==> config.mk <==
export PLATFORM = sky130hd
export DESIGN_NAME = pwm_breathe_sequencer_flat
export DESIGN_NICKNAME = d
export VERILOG_FILES = /design/src/rtl/pwm_breathe_sequencer_if.sv /design/src/rtl/pwm_breathe_sequencer.sv /design/src/flat_wrapper.sv
export SDC_FILE = /design/constraint.sdc
export NUM_CORES = 1
export LEC_CHECK = 0
export CORE_ASPECT_RATIO = 1.4
export CORE_MARGIN = 1.5
export CORE_UTILIZATION = 58
export DETAILED_ROUTE_END_ITERATION = 10
export GPL_TIMING_DRIVEN = 0
export PLACE_DENSITY = 0.83
export SYNTH_ARGS = -nofsm -noshare
export SYNTH_HDL_FRONTEND = slang
export SYNTH_SLANG_ARGS = --single-unit
==> constraint.sdc <==
create_clock -name clk -period 6.3 [get_ports clk]
set_input_delay 1.26 -clock clk [delete_from_list [all_inputs] [get_ports clk]]
set_output_delay 1.26 -clock clk [all_outputs]
set_load 0.005 [all_outputs]
==> src/rtl/pwm_breathe_sequencer_if.sv <==
// Control/status bundle between software-facing logic and the breathe
// envelope sequencer. The master side drives requests and configuration;
// the sequencer (slave side) returns the duty value and status.
interface pwm_breathe_sequencer_if #(
  parameter int DUTY_W = 6,
  parameter int HOLD_W = 4,
  parameter int RATE_W = 4
);
  logic              period_tick;
  logic              start;
  logic              stop;
  logic              cont;
  logic [DUTY_W-1:0] peak;
  logic [RATE_W-1:0] rate;
  logic [HOLD_W-1:0] hold;
  logic [DUTY_W-1:0] duty;
  logic              duty_valid;
  logic              busy;
  logic [2:0]        state;
  logic              done;

  modport master (
    output period_tick, start, stop, cont, peak, rate, hold,
    input  duty, duty_valid, busy, state, done
  );

  modport slave (
    input  period_tick, start, stop, cont, peak, rate, hold,
    output duty, duty_valid, busy, state, done
  );
endinterface

==> src/rtl/pwm_breathe_sequencer.sv <==
// Breathe envelope sequencer: walks the PWM duty value through
// rise -> hold high -> fall -> hold low, advancing only on PWM period
// boundaries so the comparator never sees a mid-period duty change.
// Configuration is captured when a start is accepted; later changes on the
// inputs are ignored until the next start.
module pwm_breathe_sequencer #(
  parameter int DUTY_W = 6,
  parameter int HOLD_W = 4,
  parameter int RATE_W = 4
) (
  input logic                     clk,
  input logic                     rst_n,
  pwm_breathe_sequencer_if.slave  bus
);

  typedef enum logic [2:0] {
    S_IDLE    = 3'd0,
    S_RISE    = 3'd1,
    S_HOLD_HI = 3'd2,
    S_FALL    = 3'd3,
    S_HOLD_LO = 3'd4
  } state_e;

  state_e            state_q;
  logic [DUTY_W-1:0] duty_q;
  logic [DUTY_W-1:0] peak_q;
  logic [RATE_W-1:0] rate_q;
  logic [HOLD_W-1:0] hold_q;
  logic              cont_q;
  logic [HOLD_W-1:0] hold_cnt_q;
  logic [RATE_W-1:0] presc_q;
  logic [RATE_W-1:0] presc_d;
  logic              duty_valid_q;
  logic              done_q;
  logic              accept_s;
  logic              step_s;

  // A start request is honoured only while idle; elsewhere it is ignored.
  assign accept_s = (state_q == S_IDLE) && bus.start;
  // One envelope step every rate+1 PWM periods.
  assign step_s   = bus.period_tick && (presc_q == rate_q);

  // Prescaler next value: cleared on start or step, counts period ticks otherwise.
  always_comb begin
    presc_d = presc_q;
    if (accept_s) begin
      presc_d = '0;
    end else if (step_s) begin
      presc_d = '0;
    end else if (bus.period_tick) begin
      presc_d = presc_q + RATE_W'(1);
    end else begin
      presc_d = presc_q;
    end
  end

  // Envelope FSM with registered duty, duty_valid and done outputs.
  // Compares happen before inc/dec, so duty never wraps at 0 or at peak.
  always_ff @(posedge clk or negedge rst_n) begin
    if (!rst_n) begin
      state_q      <= S_IDLE;
      duty_q       <= '0;
      peak_q       <= '0;
      rate_q       <= '0;
      hold_q       <= '0;
      cont_q       <= 1'b0;
      hold_cnt_q   <= '0;
      presc_q      <= '0;
      duty_valid_q <= 1'b0;
      done_q       <= 1'b0;
    end else begin
      presc_q      <= presc_d;
      duty_valid_q <= 1'b0;
      done_q       <= 1'b0;
      if (accept_s) begin
        // start wins over a simultaneous stop while idle
        peak_q       <= bus.peak;
        rate_q       <= bus.rate;
        hold_q       <= bus.hold;
        cont_q       <= bus.cont;
        duty_q       <= '0;
        duty_valid_q <= (duty_q != '0);
        hold_cnt_q   <= '0;
        state_q      <= S_RISE;
      end else if ((state_q != S_IDLE) && bus.stop) begin
        // abort takes priority over any step in the same cycle
        duty_q       <= '0;
        duty_valid_q <= (duty_q != '0);
        done_q       <= 1'b1;
        state_q      <= S_IDLE;
      end else if (step_s) begin
        case (state_q)
          S_IDLE: begin
            state_q <= S_IDLE;
          end
          S_RISE: begin
            if (duty_q == peak_q) begin
              hold_cnt_q <= '0;
              state_q    <= S_HOLD_HI;
            end else begin
              duty_q       <= duty_q + DUTY_W'(1);
              duty_valid_q <= 1'b1;
            end
          end
          S_HOLD_HI: begin
            if (hold_cnt_q == hold_q) begin
              state_q <= S_FALL;
            end else begin
              hold_cnt_q <= hold_cnt_q + HOLD_W'(1);
            end
          end
          S_FALL: begin
            if (duty_q == '0) begin
              hold_cnt_q <= '0;
              state_q    <= S_HOLD_LO;
            end else begin
              duty_q       <= duty_q - DUTY_W'(1);
              duty_valid_q <= 1'b1;
            end
          end
          S_HOLD_LO: begin
            if (hold_cnt_q == hold_q) begin
              if (cont_q) begin
                state_q <= S_RISE;
              end else begin
                done_q  <= 1'b1;
                state_q <= S_IDLE;
              end
            end else begin
              hold_cnt_q <= hold_cnt_q + HOLD_W'(1);
            end
          end
          default: begin
            // unreachable encodings recover to idle
            duty_q  <= '0;
            state_q <= S_IDLE;
          end
        endcase
      end
    end
  end

  assign bus.duty       = duty_q;
  assign bus.duty_valid = duty_valid_q;
  assign bus.busy       = (state_q != S_IDLE);
  assign bus.state      = state_q;
  assign bus.done       = done_q;

endmodule

==> src/flat_wrapper.sv <==
// flat-port wrapper written by rule: the top's interface ports become plain ports
module pwm_breathe_sequencer_flat 
#(
  parameter int DUTY_W = 6,
  parameter int HOLD_W = 4,
  parameter int RATE_W = 4
)
  (clk, rst_n, bus_period_tick, bus_start, bus_stop, bus_cont, bus_peak, bus_rate, bus_hold, bus_duty, bus_duty_valid, bus_busy, bus_state, bus_done);
  pwm_breathe_sequencer_if #(.DUTY_W(DUTY_W), .HOLD_W(HOLD_W), .RATE_W(RATE_W)) bus_i ();
  input logic clk;
  input logic rst_n;
  input wire logic [$bits(bus_i.period_tick)-1:0] bus_period_tick;
  input wire logic [$bits(bus_i.start)-1:0] bus_start;
  input wire logic [$bits(bus_i.stop)-1:0] bus_stop;
  input wire logic [$bits(bus_i.cont)-1:0] bus_cont;
  input wire logic [$bits(bus_i.peak)-1:0] bus_peak;
  input wire logic [$bits(bus_i.rate)-1:0] bus_rate;
  input wire logic [$bits(bus_i.hold)-1:0] bus_hold;
  output wire logic [$bits(bus_i.duty)-1:0] bus_duty;
  output wire logic [$bits(bus_i.duty_valid)-1:0] bus_duty_valid;
  output wire logic [$bits(bus_i.busy)-1:0] bus_busy;
  output wire logic [$bits(bus_i.state)-1:0] bus_state;
  output wire logic [$bits(bus_i.done)-1:0] bus_done;
  assign bus_i.period_tick = bus_period_tick;
  assign bus_i.start = bus_start;
  assign bus_i.stop = bus_stop;
  assign bus_i.cont = bus_cont;
  assign bus_i.peak = bus_peak;
  assign bus_i.rate = bus_rate;
  assign bus_i.hold = bus_hold;
  assign bus_duty = bus_i.duty;
  assign bus_duty_valid = bus_i.duty_valid;
  assign bus_busy = bus_i.busy;
  assign bus_state = bus_i.state;
  assign bus_done = bus_i.done;
  pwm_breathe_sequencer #(.DUTY_W(DUTY_W), .HOLD_W(HOLD_W), .RATE_W(RATE_W)) u_core (.clk(clk), .rst_n(rst_n), .bus(bus_i));
endmodule
==> flow_summary.ini <==
[run_status]
outcome = complete, no violations

[grt]
grt_pass1_vias = 1740
overflow = 0
grt_max_degree = 35
grt_pass1_wl_mm = 7.452
antenna_found_initial = 0
grt.total_usage = 0.2605

[yosys]
syn_area_per_cell_um2 = 10.55
synth_edf_count = 0
yosysWarnings = 0
syn_area_um2 = 2111
synth-seq-cells = 34
async_flop_share = 1.000
synth_cell_types = 52
synth_fp_nets = 227
synth_area_leader_cell = dfrtp_1
synth_seq_area_share = 0.4031
synth-main-ff-cell = dfrtp_1
synthTopCellsByArea = dfrtp_1 40%, mux2_2 9.1%, xnor2_1 3.7%
synth_top_area_frac = 0.4031
synthCells = 200

[timing]
worstMarginPinSlew_ps = 752.7
fmax_mhz = 330.6
skew_ps = 6.107
finalHoldViolCount = 0
maxSlewHeadroom = 0.4982
rsz0062_at_grt = false
fin_crit_ps = 3025
period_share = 0.4801
timing.final.ws_setup_ps = 3275
tns_ps = 0
drv_slew = 0
finalSetupViolCount = 0

[flow_run]
max-cap-violations = 0

[floorplanning]
coreArea_um2 = 3441
start_util = 0.6135
num_rows = 25
die_y_um = 74.38
ios = 32
chipWidth_um = 53.99
die_area_um2 = 4015

[layout]
num_antenna_cells = 0
syn_to_final_growth_pct = 22.23
fin_cells = 279
final_common_cell = dfrtp_1
nets = 265
drive_above_1_share = 0.1757
final_cell_mix = 34 x dfrtp_1, 30 x clkdlybuf4s50_1, 17 x mux2_2

[drt]
firstDrtPassIters = 4
via_count = 1753
first_iter_violations = 51
route.detailed.drc = 0
wire_per_inst_um = 16.92
antenna_left = 0
routed_wl_mm = 4.722
drt-vias-per-instance = 6.283

[cts]
clockBufferDepth = 2
clk_latency_ps = 290
clkSlewWorstSetupHoldPaths_ps = 70
cts-root-buf = clkbuf_8
cts_tree = yes
cts_hold_buf = 0
cts_resized = 0
clock_sinks = 34
cts.htree.levels = 2
cts_made_buffers = 5
cts_setup_buffers = 0

[setup_path]
critPathSlowestCell = clkdlybuf4s50_1
crit_type = reg -> out
cp-end-kind = output port
critPathMaxStageDelay_ps = 440
cp.required_ps = 5040
path_cells = buf_6 > or3_1 > buf_2 > clkdlybuf4s50_1
crit_family = buffers and inverters
critPathLaunchType = flop
cp_num_buf_inv = 3
path_max_fanout = 8
critPathArrivalTime_ps = 1760

[hold_path]
min_path_type = reg -> reg

[power_and_ir_drop]
irDropWorstVdd_v = 0.0003190
power-per-cell-area_nw_per_um2 = 344.0
static-leakage-power_nw = 1.104

[placed_design]
dp_cells = 271
pre_cts_slack_ps = 3000
port-buffer-count = 31
dp_hpwl_mm = 3.449
routabilityCongestion = 0.9251
-- worst reg2reg max path, cell delays in order, from the launching register on --
cell and delay [ps]:
dfrtp_1 430, buf_2 230, nand3b_1 240, inv_1 230, ha_1 280, a211oi_1 210, nor2_1 100, mux2i_1 140
or2_2 300, o211ai_1 170
-- per-layer routing --
| metal | vias up | wire length [um] | GRT usage |
|---|---|---|---|
| li1 | 830 | - | - |
| met1 | 849 | 1811 | 0.2703 |
| met2 | 59 | 2541 | 0.4688 |
| met3 | 15 | 199 | 0.05422 |
| met4 | 0 | 170 | 0.1500 |
| met5 | - | 0 | 0 |
-- synthesized netlist by cell type, types with 5 or more instances --
master / number
a22o_1: 6
nand2b_1: 7
dfrtp_1: 34
nor2_1: 8
xnor2_1: 9
o21ai_0: 8
inv_1: 8
mux2_2: 17
nand2_1: 7
xor2_1: 7
ha_1: 6
nand3_1: 5
a21oi_1: 9
a31oi_1: 5
-- cell type report --
cell class | count | area [um^2]
buffer | 7 | 38.79
clock buffer | 5 | 68.82
clock inverter | 3 | 45.04
fill | 233 | 860.8
inverter | 8 | 30.03
multi-input combinational | 151 | 1191
sequential | 34 | 850.8
tap | 40 | 50.05
timing repair buffer | 31 | 305.3
-- through the flow --
step / total power, mW / instance area (um^2) / util / hold slack [ps]
6_report: 0.8874 / 2580 / 0.7498 / 529.3
5_1_grt: 0.9392 / 2580 / 0.7498 / 546.4
4_1_cts: 0.8913 / 2580 / 0.7498 / 535.9
3_5_place_dp: 0.6847 / 2466 / 0.7167 / 519.3
3_3_place_gp: 0.6691 / 2471 / 0.7182 / 513.0
2_1_floorplan: 0.5840 / 2111 / - / 495.5
-- report_power, final --
part | leakage, nW | total, mW | internal, mW | switching [mW]
logic | 0.617 | 0.349 | 0.176 | 0.173
registers | 0.437 | 0.336 | 0.281 | 0.0555
clock network | 0.0504 | 0.202 | 0.118 | 0.0846
total | 1.10 | 0.887 | 0.574 | 0.313
-- flip-flops by register name, summed over array words and instances (netlist names) --
signal                 count
u_core.bus.done            1
u_core.bus.duty            6
u_core.bus.duty_valid      1
u_core.bus.state           3
u_core.cont_q              1
u_core.hold_cnt_q          4
u_core.hold_q              4
u_core.peak_q              6
u_core.presc_q             4
u_core.rate_q              4
-- cells by family after synthesis --
logic type	Yosys count	share of synthesized area
buf+inv	15	0.03260
compound gates	51	0.1826
flops	34	0.4031
mux	18	0.09543
simple gates	59	0.1749
xor+xnor	16	0.06639
fa+ha+maj	7	0.04505
-- worst paths after layout --
check	startpoint	to	slack, ps	cells after the start
max	u_core.bus.state[1]	bus_busy	3280	4
min	u_core.hold_q[1]	u_core.hold_q[1]	530	1
max reg2reg	u_core.bus.state[0]	u_core.bus.duty[5]	3880	9
min reg2reg	u_core.hold_q[1]	u_core.hold_q[1]	530	1
max in group asynchronous	rst_n	u_core.hold_q[0]	4790	1
min in group asynchronous	rst_n	u_core.bus.duty[3]	1040	1
Note: power is estimated with default switching activity, not from simulation.
